## src/rtl/seven_seg_capture_if.sv

```systemverilog
// Scanned seven-segment display bus together with the recovered-value outputs.
// The master drives the display lines (abcdefgh + one-hot digit). The slave is
// the capture block, which publishes the decoded frame.
interface seven_seg_capture_if #(
  parameter int N_DIGITS = 8
);
  logic [7:0]            abcdefgh;
  logic [7:0]            digit;
  logic [4*N_DIGITS-1:0] value;
  logic [N_DIGITS-1:0]   dp;
  logic                  value_valid;
  logic                  frame_valid;
  logic                  decode_error;
  logic [2:0]            error_digit;

  modport master (
    output abcdefgh, digit,
    input  value, dp, value_valid, frame_valid, decode_error, error_digit
  );

  modport slave (
    input  abcdefgh, digit,
    output value, dp, value_valid, frame_valid, decode_error, error_digit
  );
endinterface

```

## src/rtl/seven_seg_capture.sv

```systemverilog
// Receive side of a multiplexed seven-segment bus. The digit select is
// watched until it has been stable and one-hot for SETTLE_CYCLES cycles.
// The segment pattern is then decoded back to a hex nibble and stored in a
// shadow frame. Once every digit has been captured, the frame is published
// on value/dp.
module seven_seg_capture #(
  parameter int N_DIGITS      = 8,
  parameter int SETTLE_CYCLES = 4
) (
  input  logic                    clock,
  input  logic                    reset,
  seven_seg_capture_if.slave      bus
);

  localparam int             CW         = $clog2(SETTLE_CYCLES + 1);
  localparam logic [CW-1:0]  SETTLE_MAX = CW'(SETTLE_CYCLES);
  localparam int             VW         = 4 * N_DIGITS;

  // Segment pattern (dp forced to 0) back to {valid, nibble}
  function automatic logic [4:0] seg_decode(input logic [6:0] seg);
    logic [4:0] r;
    case ({seg, 1'b0})
      8'hFC:   r = {1'b1, 4'h0};
      8'h60:   r = {1'b1, 4'h1};
      8'hDA:   r = {1'b1, 4'h2};
      8'hF2:   r = {1'b1, 4'h3};
      8'h66:   r = {1'b1, 4'h4};
      8'hB6:   r = {1'b1, 4'h5};
      8'hBE:   r = {1'b1, 4'h6};
      8'hE0:   r = {1'b1, 4'h7};
      8'hFE:   r = {1'b1, 4'h8};
      8'hF6:   r = {1'b1, 4'h9};
      8'hEE:   r = {1'b1, 4'hA};
      8'h3E:   r = {1'b1, 4'hB};
      8'h9C:   r = {1'b1, 4'hC};
      8'h7A:   r = {1'b1, 4'hD};
      8'h9E:   r = {1'b1, 4'hE};
      8'h8E:   r = {1'b1, 4'hF};
      default: r = {1'b0, 4'h0};
    endcase
    return r;
  endfunction

  // Index of the set bit in a one-hot digit select
  function automatic logic [2:0] onehot_index(input logic [N_DIGITS-1:0] sel);
    logic [2:0] idx;
    idx = '0;
    for (int i = 0; i < N_DIGITS; i++) begin
      if (sel[i]) idx = 3'(i);
    end
    return idx;
  endfunction

  // Input registers and the previous-cycle copy of the digit select
  logic [7:0]          abcdefgh_q;
  logic [7:0]          digit_q;
  logic [N_DIGITS-1:0] dsel_prev_q;

  // Dwell tracking
  logic [CW-1:0]       dwell_q, dwell_d;
  logic                sampled_q, sampled_d;

  // Frame under construction
  logic [N_DIGITS-1:0] mask_q, mask_d;
  logic [VW-1:0]       shadow_val_q, shadow_val_d;
  logic [N_DIGITS-1:0] shadow_dp_q, shadow_dp_d;

  // Published results
  logic [VW-1:0]       value_q, value_d;
  logic [N_DIGITS-1:0] dp_q, dp_d;
  logic                value_valid_q, value_valid_d;
  logic                frame_valid_q, frame_valid_d;
  logic                decode_error_q, decode_error_d;
  logic [2:0]          error_digit_q, error_digit_d;

  // Combinational helpers
  logic [N_DIGITS-1:0] dsel;
  logic                onehot;
  logic                changed;
  logic                sample;
  logic [4:0]          dec;
  logic                frame_done;

  // Digit classification, dwell counting and sample-event detection
  always_comb begin
    dsel    = digit_q[N_DIGITS-1:0];
    onehot  = (dsel != '0) && ((dsel & (dsel - 1'b1)) == '0);
    changed = (dsel != dsel_prev_q);
    dec     = seg_decode(abcdefgh_q[7:1]);

    dwell_d = dwell_q;
    if (!onehot) begin
      dwell_d = '0;
    end else if (changed) begin
      dwell_d = CW'(1);
    end else if (dwell_q < SETTLE_MAX) begin
      dwell_d = dwell_q + 1'b1;
    end

    // One sample per dwell: the counter is already saturated on an unchanged
    // one-hot select and this dwell has not been sampled yet.
    sample = onehot && !changed && (dwell_q == SETTLE_MAX) && !sampled_q;

    sampled_d = sampled_q;
    if (!onehot || changed) begin
      sampled_d = 1'b0;
    end else if (sample) begin
      sampled_d = 1'b1;
    end
  end

  // Frame assembly, publication and error reporting
  always_comb begin
    frame_done     = &mask_q;

    mask_d         = mask_q;
    shadow_val_d   = shadow_val_q;
    shadow_dp_d    = shadow_dp_q;
    value_d        = value_q;
    dp_d           = dp_q;
    value_valid_d  = value_valid_q;
    frame_valid_d  = 1'b0;
    decode_error_d = 1'b0;
    error_digit_d  = error_digit_q;

    // A full mask is published one edge after the sample that completed it.
    if (frame_done) begin
      value_d       = shadow_val_q;
      dp_d          = shadow_dp_q;
      value_valid_d = 1'b1;
      frame_valid_d = 1'b1;
      mask_d        = '0;
    end

    if (sample) begin
      if (dec[4]) begin
        for (int i = 0; i < N_DIGITS; i++) begin
          if (dsel[i]) begin
            shadow_val_d[4*i +: 4] = dec[3:0];
            shadow_dp_d[i]         = abcdefgh_q[0];
            mask_d[i]              = 1'b1;
          end
        end
      end else begin
        // Unrecognised pattern: drop the partial frame and start over.
        decode_error_d = 1'b1;
        error_digit_d  = onehot_index(dsel);
        mask_d         = '0;
        shadow_val_d   = '0;
        shadow_dp_d    = '0;
      end
    end
  end

  // Input stage: register the raw bus once
  always_ff @(posedge clock) begin
    if (!reset) begin
      abcdefgh_q  <= '0;
      digit_q     <= '0;
      dsel_prev_q <= '0;
    end else begin
      abcdefgh_q  <= bus.abcdefgh;
      digit_q     <= bus.digit;
      dsel_prev_q <= dsel;
    end
  end

  // Dwell counter and per-dwell sampled flag
  always_ff @(posedge clock) begin
    if (!reset) begin
      dwell_q   <= '0;
      sampled_q <= 1'b0;
    end else begin
      dwell_q   <= dwell_d;
      sampled_q <= sampled_d;
    end
  end

  // Capture mask and shadow frame
  always_ff @(posedge clock) begin
    if (!reset) begin
      mask_q       <= '0;
      shadow_val_q <= '0;
      shadow_dp_q  <= '0;
    end else begin
      mask_q       <= mask_d;
      shadow_val_q <= shadow_val_d;
      shadow_dp_q  <= shadow_dp_d;
    end
  end

  // Published value, status pulses and error index
  always_ff @(posedge clock) begin
    if (!reset) begin
      value_q        <= '0;
      dp_q           <= '0;
      value_valid_q  <= 1'b0;
      frame_valid_q  <= 1'b0;
      decode_error_q <= 1'b0;
      error_digit_q  <= '0;
    end else begin
      value_q        <= value_d;
      dp_q           <= dp_d;
      value_valid_q  <= value_valid_d;
      frame_valid_q  <= frame_valid_d;
      decode_error_q <= decode_error_d;
      error_digit_q  <= error_digit_d;
    end
  end

  assign bus.value        = value_q;
  assign bus.dp           = dp_q;
  assign bus.value_valid  = value_valid_q;
  assign bus.frame_valid  = frame_valid_q;
  assign bus.decode_error = decode_error_q;
  assign bus.error_digit  = error_digit_q;

endmodule
```

## src/flat_wrapper.sv

```systemverilog
// flat-port wrapper written by rule: the top's interface ports become plain ports
module seven_seg_capture_flat 
#(
  parameter int N_DIGITS      = 8,
  parameter int SETTLE_CYCLES = 4
)
  (clock, reset, bus_abcdefgh, bus_digit, bus_value, bus_dp, bus_value_valid, bus_frame_valid, bus_decode_error, bus_error_digit);
  seven_seg_capture_if #(.N_DIGITS(N_DIGITS)) bus_i ();
  input  logic clock;
  input  logic reset;
  input wire logic [$bits(bus_i.abcdefgh)-1:0] bus_abcdefgh;
  input wire logic [$bits(bus_i.digit)-1:0] bus_digit;
  output wire logic [$bits(bus_i.value)-1:0] bus_value;
  output wire logic [$bits(bus_i.dp)-1:0] bus_dp;
  output wire logic [$bits(bus_i.value_valid)-1:0] bus_value_valid;
  output wire logic [$bits(bus_i.frame_valid)-1:0] bus_frame_valid;
  output wire logic [$bits(bus_i.decode_error)-1:0] bus_decode_error;
  output wire logic [$bits(bus_i.error_digit)-1:0] bus_error_digit;
  assign bus_i.abcdefgh = bus_abcdefgh;
  assign bus_i.digit = bus_digit;
  assign bus_value = bus_i.value;
  assign bus_dp = bus_i.dp;
  assign bus_value_valid = bus_i.value_valid;
  assign bus_frame_valid = bus_i.frame_valid;
  assign bus_decode_error = bus_i.decode_error;
  assign bus_error_digit = bus_i.error_digit;
  seven_seg_capture #(.N_DIGITS(N_DIGITS), .SETTLE_CYCLES(SETTLE_CYCLES)) u_core (.clock(clock), .reset(reset), .bus(bus_i));
endmodule
```

## config.mk

```make
export PLATFORM = sky130hd
export DESIGN_NAME = seven_seg_capture_flat
export DESIGN_NICKNAME = d
export VERILOG_FILES = /design/src/rtl/seven_seg_capture_if.sv /design/src/rtl/seven_seg_capture.sv /design/src/flat_wrapper.sv
export SDC_FILE = /design/constraint.sdc
export NUM_CORES = 1
export LEC_CHECK = 0
export ABC_AREA = 1
export CORE_MARGIN = 10
export CORE_UTILIZATION = 49
export DETAILED_ROUTE_END_ITERATION = 8
export PLACE_DENSITY = 0.77
export SLEW_MARGIN = 5
export SYNTH_ARGS = -nofsm -noshare
export SYNTH_HDL_FRONTEND = slang
export SYNTH_SLANG_ARGS = --single-unit
```

## constraint.sdc

```tcl
create_clock -name clock -period 1.55 [get_ports clock]
set_clock_uncertainty 0.05 [all_clocks]
set_input_delay 0.31 -clock clock [delete_from_list [all_inputs] [get_ports clock]]
set_output_delay 0.31 -clock clock [all_outputs]
set_load 0.05 [all_outputs]
```

==> qor.yml <==
worst_setup_path:
  critical_path_class: "register to register"
  rr_endpoint: "u_core.bus.error_digit[2]"
  crit_slowest_cell: "dfxtp_4"
  reg2reg_depth: 13
  cp.buffers_inverters: 2
  slowest_delay_ps: 370
  worst_setup_path_start_kind: "register"
  cp_cell_sequence: "nand2_1 -> nor2_2 -> buf_4 -> nand3_2 -> nand2_1 -> nor2_2 -> nand2_2 -> nor2_4 -> buf_6 -> nand2_4 -> nor2_4 -> nand2_1 -> nand2_1"
  critPathTopFamily: "simple AND/OR/NAND/NOR gates"
  ff2ff_setup_slack_ps: -270
  crit_top_cell: "nand2_1"
  cp-end-kind: "register"
  r2r-start: "u_core.abcdefgh_q[5]"
  crit_fanout: 7
  cp.arrival_ps: 2230
  cp.required_ps: 1960
yosys:
  yosysTopAreaCell: "dfxtp_1"
  synthTopCellsByArea: "dfxtp_1 50%, nand2_1 16%, nor2_1 9.5%"
  ys.flop_type: "dfxtp_1"
  synth_top_area_share: 0.498
  postSynthCellCount: 692
  synth_cell_type_count: 25
  syn_avg_cell_area_sq_um: 7.09
  yosys-top-cells-count: "208 x nand2_1, 124 x nor2_1, 122 x dfxtp_1, 65 x inv_1, 54 x a21oi_1"
  synth.ff_latch_count: 122
  ys_seq_area_frac: 0.498
  synth_nets: 712
  yosysWarnings: 0
  synth.most_common_cell: "nand2_1"
  synth-edff-count: 0
  synth_area_sq_mm: 0.00490
  async_flop_share: 0
layout:
  area_growth_pct: 56.5
  layout.cells.non_filler: 961
  antenna_cells: 0
  final_area_sq_mm: 0.00767
  drive_gt1_frac: 0.360
  final_util: 0.785
  layout.nets: 835
place:
  dp.cells: 911
  dp_hpwl_mm: 8.75
  place.gp.congestion: 0.827
  dpl-instance-area_sq_mm: 0.00650
  portBuffers: 63
grt:
  grt_max_degree: 31
  antenna_found_initial: 0
  grt_pass1_vias: 4815
  track_usage: 0.185
  grt_pass1_wl_mm: 22.3
  grt_overflow: 0
timing:
  clock.fmax_ghz: 0.549
  finalCritPeriodShare: 1.18
  slew_violations: 0
  rsz0062_at_grt: "true"
  setup_viol: 90
  maxSlewHeadroom: 0.801
  final.setup.worst_slack_ps: -272
  hold_viol_final: 0
  tightest_slew_ps: 298
  finalCriticalPeriod_ps: 1820
clock_tree:
  cts.sinks: 122
  cts_tree: "yes"
  cts_buffer_depth: 2
  root_buffer: "clkbuf_8"
  path_clk_slew_ps: 60
  clk-insertion-delay-late_ps: 520
  cts-htree-levels: 4
  cts-buffers-inserted: 17
pwr:
  p_int_uw: 5510
  seq_power_share: 0.441
  pwr_density_cell_mw_per_mm2: 948
  p_clk_frac: 0.501
  irDropWorstVdd_uv: 685
  p_switching_uw: 1760
  p_leak_uw: 0.00335
  comb_power_share: 0.058
  switching_share: 0.242
  power_uw: 7270
floorplanning:
  ioPinCount: 64
  initial_core_util: 0.502
  rows: 36
  die_w_um: 120
  die_h_um: 120
  core-area_sq_mm: 0.00977
  dieArea_sq_mm: 0.0144
drt:
  viasPerCell: 5.26
  vias: 5051
  drcViolationCount: 0
  wirelength_mm: 15.5
  wl_per_cell_um: 16.1
  drt_first_pass_iters: 5
  drtIter0Drc: 471
  ant_nets: 0
outcome:
  status: "finished, violations left"
  failed_checks: "negative setup slack"
worst_hold_path:
  min_path_cells: 3
  worstHoldStart: "reset"
  whs_endpoint: "u_core.dwell_q[0]"
  hold_class: "input port to register"
run:
  maxCapViolations: 0
==> tightest hold or removal path: cells and delay by family <==
family	cells	cell delay, ps
AOI/OAI and AO/OA	1	70
buffers and inverters	2	290
==> worst max-delay path by stage <==
stage | startpoint | to | slack, ps | cells after the start
floorplan | u_core.digit_q[3] | u_core.shadow_dp_q[1] | -20 | 10
global placement | u_core.digit_q[6] | u_core.shadow_val_q[7] | -210 | 11
detailed placement | u_core.abcdefgh_q[7] | u_core.shadow_val_q[25] | -280 | 10
CTS | u_core.digit_q[5] | u_core.shadow_val_q[17] | -160 | 11
global route | u_core.digit_q[3] | u_core.shadow_val_q[7] | -410 | 10
finish | u_core.abcdefgh_q[5] | u_core.bus.error_digit[2] | -270 | 13
==> metrics by stage <==
stage                     hold WS [ps]  setup WS [ps]  setup TNS [ps]
after floorplan                    357          -22.7            -867
after global placement             397           -210           -8680
after detailed placement           403           -283          -11400
after CTS                          128           -164           -6400
after global routing               147           -406          -20330
final                              160           -272          -12780
==> cells by family (layout without fill, tap and decap cells) <==
family | after synthesis | after routing | share of synthesized area
compound gates | 101 | 101 | 0.106
flops | 122 | 122 | 0.498
simple gates | 373 | 374 | 0.319
buf+inv | 94 | 229 | 0.0722
fa+ha+maj | 2 | 2 | 0.00510
==> layer usage <==
| metal | up-vias | share of wire | track usage |
|---|---|---|---|
| met4 | 0 | 0.041 | 0.0709 |
| met2 | 246 | 0.50 | 0.318 |
| met3 | 62 | 0.077 | 0.0549 |
| li1 | 2389 | - | - |
| met1 | 2354 | 0.38 | 0.213 |
| met5 | - | 0 | 0 |
==> cells in the final DEF, fill, tap and decap left out, types with 8 or more instances in the layout <==
cell type and count:
a21oi_1 32, a21oi_2 21, buf_12 50, buf_4 50, clkbuf_16 16, clkdlybuf4s50_1 16, dfxtp_1 105, dfxtp_2 9
dfxtp_4 8, inv_1 58, inv_2 14, nand2_1 158, nand2_2 41, nand2_4 10, nand3_1 9, nor2_1 100
nor2_2 21, nor2_4 18, o21ai_0 40
==> flip-flops by register name, indices dropped and copies added (netlist names), 8 cells and up <==
register             flops
u_core.abcdefgh_q        8
u_core.digit_q           8
u_core.bus.dp            8
u_core.shadow_dp_q       8
u_core.bus.value        32
u_core.dsel_prev_q       8
u_core.mask_q            8
u_core.shadow_val_q     32
==> power groups by stage <==
stage	registers, uW	clock network [uW]	logic [uW]
6_report	3210	3640	425
4_1_cts	3210	3620	379
3_5_place_dp	3270	0	351
2_1_floorplan	3270	0	206
3_3_place_gp	3270	0	342
5_1_grt	3210	3800	464
==> timing repair <==
| item | CTS | global route |
|---|---|---|
| gates resized for setup | 58 | 92 |
| hold buffers | 0 | 0 |
| setup endpoints to repair | 52 | 89 |
| gates cloned | 1 | 1 |
| hold endpoints to repair | 0 | 0 |
| buffers inserted | 6 | 10 |
| pin swaps | 17 | 30 |
==> final cells by class <==
class / instances / area, sq um
sequential: 122 / 2480
timing repair buffer: 123 / 1610
clock inverter: 14 / 120
multi-input combinational: 477 / 2580
clock buffer: 18 / 428
inverter: 74 / 282
fill: 585 / 2100
tap: 133 / 166
Power figures use the tool's default switching activity.
